$ cat config.mk
export PLATFORM = sky130hd
export DESIGN_NAME = des_msg_packer
export DESIGN_NICKNAME = d
export VERILOG_FILES = /design/src/rtl/des_pkg.sv /design/src/rtl/des_byte_buffer.sv /design/src/rtl/des_msg_packer.sv
export SDC_FILE = /design/constraint.sdc
export NUM_CORES = 1
export LEC_CHECK = 0
export ABC_CLOCK_PERIOD_IN_PS = 3120
export CAP_MARGIN = 10
export CORE_AREA = 2 2 98 100
export DETAILED_ROUTE_END_ITERATION = 6
export DIE_AREA = 0 0 100 102
export DONT_BUFFER_PORTS = 1
export PLACE_DENSITY = 0.72
export SYNTH_ARGS = -nofsm -noshare
export SYNTH_HDL_FRONTEND = slang
export SYNTH_SLANG_ARGS = --single-unit
$ cat constraint.sdc
create_clock -name clk -period 3.12 [get_ports clk]
set_input_delay 0.936 -clock clk [delete_from_list [all_inputs] [get_ports clk]]
set_output_delay 0.936 -clock clk [all_outputs]
set_load 0.1 [all_outputs]
$ cat src/rtl/des_pkg.sv
// Shared types and sizes for the DES message packer.
package des_pkg;

    typedef enum logic [1:0] {
        COLLECT,
        SEND_P1,
        SETUP_P2,
        SEND_P2
    } state_t;

    localparam int BLOCK_W         = 64;
    localparam int HALF_W          = 32;
    localparam int BYTE_W          = 8;
    localparam int BYTES_PER_BLOCK = 8;

endpackage

$ cat src/rtl/des_byte_buffer.sv
// 8-byte block register with write index, pad refill and half views.
module des_byte_buffer
    import des_pkg::*;
#(
    parameter logic [BYTE_W-1:0] PAD_BYTE = 8'h00
) (
    input  logic              clk,
    input  logic              rst,
    input  logic              clr,
    input  logic              wr,
    input  logic [BYTE_W-1:0] wr_data,
    output logic [2:0]        idx,
    output logic [HALF_W:1]   part1,
    output logic [HALF_W:1]   part2
);

    logic [BLOCK_W:1] blk_q;
    logic [BLOCK_W:1] blk_d;
    logic [2:0]       idx_d;

    // Halves are taken from the next-state view so the top can register
    // part1 on the same edge that writes the closing byte.
    always_comb begin
        blk_d = blk_q;
        idx_d = idx;
        if (clr) begin
            blk_d = {BYTES_PER_BLOCK{PAD_BYTE}};
            idx_d = '0;
        end else if (wr) begin
            blk_d[BLOCK_W - BYTE_W*int'(idx) -: BYTE_W] = wr_data;
            idx_d = idx + 3'd1;
        end
    end

    assign part1 = blk_d[BLOCK_W:HALF_W+1];
    assign part2 = blk_d[HALF_W:1];

    always_ff @(posedge clk or negedge rst) begin
        if (!rst) begin
            blk_q <= {BYTES_PER_BLOCK{PAD_BYTE}};
            idx   <= '0;
        end else begin
            blk_q <= blk_d;
            idx   <= idx_d;
        end
    end

endmodule

$ cat src/rtl/des_msg_packer.sv
// Byte-stream to DES FSMD half-block feeder.
// Optional handshake watchdog: define DES_PACKER_TIMEOUT_EN.
module des_msg_packer
    import des_pkg::*;
#(
    parameter logic [BYTE_W-1:0] PAD_BYTE    = 8'h00,
    parameter int                TIMEOUT_CYC = 1024
) (
    input  logic              clk,
    input  logic              rst,
    input  logic [BYTE_W-1:0] in_data,
    input  logic              in_valid,
    input  logic              in_last,
    output logic              in_ready,
    output logic [HALF_W:1]   msg,
    output logic              ready_part1,
    output logic              ready_part2,
    input  logic              read_part1,
    input  logic              done,
    output logic              busy,
    output logic              err
);

    state_t state_q, state_d;

    logic            accept;
    logic            closing;
    logic            tmo;
    logic            clr;
    logic [2:0]      idx;
    logic [HALF_W:1] part1;
    logic [HALF_W:1] part2;
    logic [HALF_W:1] msg_d;
    logic            rp1_d;
    logic            rp2_d;
    logic            busy_d;
    logic            err_d;

    assign in_ready = (state_q == COLLECT);
    assign accept   = in_valid & in_ready;
    assign closing  = accept &
                      (in_last | (idx == 3'(BYTES_PER_BLOCK-1)));
    assign clr      = ((state_q == SEND_P2) & done) | tmo;

    des_byte_buffer #(
        .PAD_BYTE (PAD_BYTE)
    ) u_buf (
        .clk     (clk),
        .rst     (rst),
        .clr     (clr),
        .wr      (accept),
        .wr_data (in_data),
        .idx     (idx),
        .part1   (part1),
        .part2   (part2)
    );

`ifdef DES_PACKER_TIMEOUT_EN
    localparam int CNT_W = $clog2(TIMEOUT_CYC + 1);

    logic [CNT_W-1:0] cnt;

    always_ff @(posedge clk or negedge rst) begin
        if (!rst) begin
            cnt <= '0;
        end else if (state_q == COLLECT) begin
            cnt <= '0;
        end else begin
            cnt <= cnt + 1'b1;
        end
    end

    assign tmo = (state_q != COLLECT) &&
                 (cnt == CNT_W'(TIMEOUT_CYC - 1)) &&
                 !((state_q == SEND_P1) && read_part1) &&
                 !((state_q == SEND_P2) && done);
`else
    // No watchdog: the handshake waits indefinitely.
    assign tmo = 1'b0 && (TIMEOUT_CYC > 0);
`endif

    always_comb begin
        state_d = state_q;
        msg_d   = msg;
        rp1_d   = ready_part1;
        rp2_d   = ready_part2;
        busy_d  = busy;
        err_d   = 1'b0;
        unique case (state_q)
            COLLECT: begin
                if (closing) begin
                    state_d = SEND_P1;
                    msg_d   = part1;
                    rp1_d   = 1'b1;
                    busy_d  = 1'b1;
                end
            end
            SEND_P1: begin
                if (read_part1) begin
                    state_d = SETUP_P2;
                    msg_d   = part2;
                    rp1_d   = 1'b0;
                end
            end
            // msg already carries part2 here, so the FSMD samples it
            // at least once before ready_part2 rises.
            SETUP_P2: begin
                state_d = SEND_P2;
                rp2_d   = 1'b1;
            end
            SEND_P2: begin
                if (done) begin
                    state_d = COLLECT;
                    msg_d   = '0;
                    rp2_d   = 1'b0;
                    busy_d  = 1'b0;
                end
            end
            default: state_d = COLLECT;
        endcase
        if (tmo) begin
            state_d = COLLECT;
            msg_d   = '0;
            rp1_d   = 1'b0;
            rp2_d   = 1'b0;
            busy_d  = 1'b0;
            err_d   = 1'b1;
        end
    end

    always_ff @(posedge clk or negedge rst) begin
        if (!rst) begin
            state_q     <= COLLECT;
            msg         <= '0;
            ready_part1 <= 1'b0;
            ready_part2 <= 1'b0;
            busy        <= 1'b0;
            err         <= 1'b0;
        end else begin
            state_q     <= state_d;
            msg         <= msg_d;
            ready_part1 <= rp1_d;
            ready_part2 <= rp2_d;
            busy        <= busy_d;
            err         <= err_d;
        end
    end

endmodule
After elaboration in Yosys (flattened, before gate mapping)
Index checks and enable logic that the tools add are counted.

Div/mod/pow operators: 0. Mux-type cells: 19. $mul: 0. Reductions and logical operators: 11. $add $sub $neg: 3. Eq/ne operators: 7. Magnitude comparators: 0. Bitwise logic cells: 4. Shifts and indexed selects: 2.

Operators by type and width (number): $mux W64 (2); $mux W32 (3); $pmux W32 S3 (1); $shift A8 B33 Y72 const A (1); $shiftx A8 B33 Y72 (1); $bwmux W64 (1); $neg A32 Y33 (1); $reduce_and A3 Y1 (3); $pmux W2 S4 (1); $reduce_bool A2 Y1 (4); $sub A7 B6 Y8 const A (1); $mux W2 (3); $mux W3 (2); $pmux W1 S2 (3); $eq A2 B2 Y1 const B (2); $ne A2 B2 Y1 const B (2); $reduce_and A4 Y1 (1); $add A3 B1 Y3 const B (1); $and A1 B1 Y1 (3); $eq A3 B3 Y1 const B (1); $mux W1 (3); $reduce_bool A3 Y1 (1); $eq A2 B1 Y1 const B (1); $logic_not A2 Y1 (1); 3 further kinds (3).

Output and inout bits: 37. Latch bits: 0. Memory bits (read-only): 0. Memory bits (writable): 0. Register bits after elaboration: 104. Bits of input ports: 14. Memories: 0.

Logic depth before layout (Yosys ltp)
Depth in word-level cells: 8. Mapped depth: 11.

Cells and area by module
A second synthesis with hierarchy kept.

Cells, all modules: 465. Area total of the unflattened synthesis: 5270.1 um^2.

By module, submodules not included: des_byte_buffer (area each 3268.1 um^2, cells each 322, times used 1); des_msg_packer (area each 2001.9 um^2, cells each 143, times used 1).

Worst setup path before layout
OpenSTA, ideal clock, no wires.

Path type: register to register. Start point: register u_buf.idx[0]. End point: register msg[26] in the netlist's numbering. Arrival time: 3.036 ns. Data required time: 2.983 ns. Clock period less this slack: 3.173 ns. Setup slack: -0.053 ns. Stages on the path, launching flop included: 11. Buffers on the path: 4. Path through: dfrtp_1 buf_2 clkbuf_1 inv_1 ha_1 buf_6 or4b_4 buf_6 a2111oi_4 mux2i_1 o221ai_2.

Cells in the longest elaborated chain, start to end: 8. Elaborated cells on any way between the ends: 15. Classes of those cells: 2 x add/sub; 2 x eq/ne; 2 x shift; 6 x mux; 2 x bitwise; 1 x reduce/logical.

Ends and longest elaborated chain: start: declaration (RTL line des_byte_buffer.sv:12) `output logic [2:0] idx,`; start signal: assignment (RTL line des_byte_buffer.sv:44) `idx <= idx_d;`; $sub A7 B6 Y8 (RTL line des_byte_buffer.sv:30) `blk_d[BLOCK_W - BYTE_W*int'(idx) -: BYTE_W] = wr_data;`; $neg A32 Y33 (RTL line des_byte_buffer.sv:30); $shiftx A8 B33 Y72 / $shift A8 B33 Y72 (equally long branches) (RTL line des_byte_buffer.sv:30); $bwmux W64 (RTL line des_byte_buffer.sv:30); $mux W64 (RTL line des_byte_buffer.sv:29) `end else if (wr) begin`; $mux W64 (RTL line des_byte_buffer.sv:26) `if (clr) begin`; $mux W32, on equally long branches (RTL line des_msg_packer.sv:99, des_msg_packer.sv:91); $pmux W32 S3 (RTL line des_msg_packer.sv:89) `unique case (state_q)`; end signal: assignment (RTL line des_msg_packer.sv:141) `msg <= msg_d;`; end: declaration (RTL line des_msg_packer.sv:15) `output logic [HALF_W:1] msg,`.

Parallel ways exist; a longest one is shown, timed or not. The select of a mux whose other input is x is not followed. A chain may end at the register's enable or synchronous reset.

Final worst setup path
Start point: register u_buf.idx[1]. End point: register msg[28] in the netlist's numbering.

Same word-level chain as after synthesis.

==> flow_summary_export.csv <==
group,metric,value,unit
status,status,"finished, final reports clean",
global_routing,grtUsageTotal,0.237,
power,power.switching,2.34,mW
cells_and_area,final_common_cell,"dfrtp_1",
synth,synth_edf_count,0,
power,p_clk_frac,0.182,
clock_tree,ctsHoldBuffers,0,
detailed_routing,ant_nets,0,
sta,rsz0062_at_grt,"no",
die,dieHeight,102,µm
place,gp_congestion,0.870,
sta,fmax,0.360,GHz
cells_and_area,layout_common_cells,"104 x dfrtp_1, 66 x nor2_1, 44 x nand2_1, 44 x mux2i_1, 27 x o221ai_1",
clock_tree,clkSinkCount,104,
clock_tree,cts-buffers-inserted,9,
synth,synth_area,4890,µm²
cells_and_area,utilization,0.573,
clock_tree,cts_root_buffer,"clkbuf_8",
cells_and_area,antenna_cells,0,
synth,synth_top_area_frac,0.533,
detailed_routing,drc,0,
critical_path,r2r-end,"msg[28]",
job,drv_cap,0,
synth,synth_seq_area_share,0.533,
synth,synth_seq_cells,104,
sta,fin_tns_setup,0,ns
critical_path,timing.critical_path.from_type,"flip-flop",
synth,yosysTopAreaCell,"dfrtp_1",
synth,synthTopCellsByArea,"dfrtp_1 53%, mux2i_1 9.0%, nor2_1 5.1%",
global_routing,antenna_found_initial,0,
sta,timing.final.crit_share,0.890,
critical_path,cp.arrival,3.02,ns
synth,synthArstFlopShare,1.00,
critical_path,rr_worst_depth,7,
die,die_w,100,µm
detailed_routing,routed_wl,11300,µm
critical_path,worst-path-buf-inv,2,
cells_and_area,stdcell_area,5220,µm²
sta,hold_viol_final,0,
critical_path,crit_path_start,"u_buf.idx[1]",
power,p_seq_frac,0.473,
place,portBuffers,0,
critical_path,crit_chain,"inv_1 -> ha_1 -> or4b_4 -> a2111oi_4 -> buf_4 -> mux2i_1 -> o221ai_2",
clock_tree,cts_tree,"yes",
hold_path,hp-class,"in2async",
global_routing,grt_pass1_wl,18700,µm
critical_path,path_max_fanout,9,
cells_and_area,area_growth,6.76,%
power,p_total,4.75,mW
die,floorplan.initialDensity,0.537,
cells_and_area,fin_nets,475,
power,peakVddDrop,0.414,mV
detailed_routing,via_per_inst,6.08,
synth,synth_nets,480,
global_routing,grt_max_degree,105,
synth,syn-mean-instance-area,10.7,µm²
global_routing,grt_pass1_vias,3549,
place,dp.cells,550,
critical_path,r2r_slack,0.34,ns
critical_path,max_stage_delay,0.62,ns
power,pwr_density_cell,910,nW/µm²
synth,synth_flop_cell,"dfrtp_1",
critical_path,slowest_stage,"or4b_4",
sta,drv_slew,0,
critical_path,crit_path_end_kind,"flip-flop",
die,die_area,10200,µm²
clock_tree,ctsResizeCount,0,
global_routing,grt.overflow.total,0,
detailed_routing,first_pass_iters,4,
synth,synth.distinct_cells,42,
place,dp_hpwl,6960,µm
detailed_routing,vias,3440,
sta,max_slew.worst_pin.slew,0.930,ns
power,power_leakage,2.52,nW
sta,relSlewSlack,0.380,
clock_tree,cts.htree.levels,3,
critical_path,critical_path_required,3.37,ns
clock_tree,clock_path_buffers,2,
power,switching_share,0.492,
sta,fin_worst_skew,0.0141,ns
die,core-area,9110,µm²
critical_path,path_delay_family,"simple AND/OR/NAND/NOR gates",
synth,yosysWarnings,0,
clock_tree,insertion_delay,0.37,ns
power,combPwrFrac,0.345,
die,io_pins,51,
place,dpl_cell_area,5020,µm²
critical_path,worstReg2RegStart,"u_buf.idx[1]",
detailed_routing,drt_iter0_markers,220,
clock_tree,post-cts-setup-buffers,0,
cells_and_area,drive_above_1_share,0.0945,
detailed_routing,wire_per_inst,20.0,µm
sta,period_minus_slack,2.78,ns
synth,syn_inst,455,
power,p_int,2.41,mW
clock_tree,clk_pin_slew,0.11,ns
critical_path,crit_type,"reg2reg",
sta,report.final.setup_viol,0,
die,rows,35,
cells_and_area,finalNonFillerCells,566,
-- power by group through the flow --
stage	clock network (mW)	registers [mW]	logic, mW
after floorplan	0	2.25	1.26
after global placement	0	2.27	1.58
after detailed placement	0	2.27	1.62
after CTS	0.880	2.25	1.63
after global routing	0.930	2.27	1.79
final	0.863	2.25	1.64
-- area by class of cell --
class | count | area [µm²]
clock buffer | 9 | 124
clock inverter | 7 | 77.6
fill | 803 | 3890
inverter | 16 | 60.1
multi-input combinational | 306 | 2100
sequential | 104 | 2600
tap | 111 | 139
timing repair buffer | 13 | 110
-- sequential cells by signal, indices dropped and copies added (netlist names) --
| register | flops |
|---|---|
| u_buf.blk_q | 64 |
| busy | 1 |
| ready_part2 | 1 |
| ready_part1 | 1 |
| state_q | 2 |
| msg | 32 |
| u_buf.idx | 3 |
-- Yosys cell counts, drive strengths merged (2+ instances only) --
master     n
a22oi     16
nor2      66
o221ai    32
nor4       5
a21oi      9
nand3      9
ha        11
dfrtp    104
nand2b     2
nand2     44
inv       16
and3      14
and3b      2
clkbuf    23
or4        2
and2      22
a2111oi    4
o2bb2ai    2
a32oi      5
buf        6
nor2b      2
nor3       2
mux2i     44
-- routing by layer --
layer	GRT usage	wire [µm]
met5	0	0
met4	0.0832	255
met3	0.0534	816
met2	0.368	5130
met1	0.333	5110
-- logic make-up (layout without fill, tap and decap cells) --
family          after synthesis  in the layout  share of synthesized area
xor+xnor                      1              1                    0.00179
compound gates               74             74                      0.138
mux                          45             45                     0.0924
flops                       104            104                      0.533
other cells                   1              1                   0.000767
simple gates                174            174                      0.167
buf+inv                      45             45                     0.0389
fa+ha+maj                    11             11                     0.0282
-- worst register-to-register path: stages (launching register included) --
cell and delay, ns:
dfrtp_1 0.50, inv_1 0.13, ha_1 0.33, or4b_4 0.62
a2111oi_4 0.36, buf_4 0.25, mux2i_1 0.33, o221ai_2 0.14
-- how the worst max path moves through the flow --
stage | end | cells after the start | slack, ns
detailed placement | msg[26] | 7 | 0.36
finish | msg[28] | 7 | 0.34
global placement | msg[14] | 7 | 0.50
CTS | msg[28] | 7 | 0.35
floorplan | msg[26] | 10 | 0.01
global route | msg[23] | 7 | 0.19
-- stage by stage --
step                hold WS (ns)  worst slack, ns
CTS                        0.231            0.352
global route               0.217            0.188
detailed placement         0.507            0.364
floorplan                  0.480           0.0121
global placement           0.496            0.495
finish                     0.239            0.342
(Power assumes the default switching activity.)
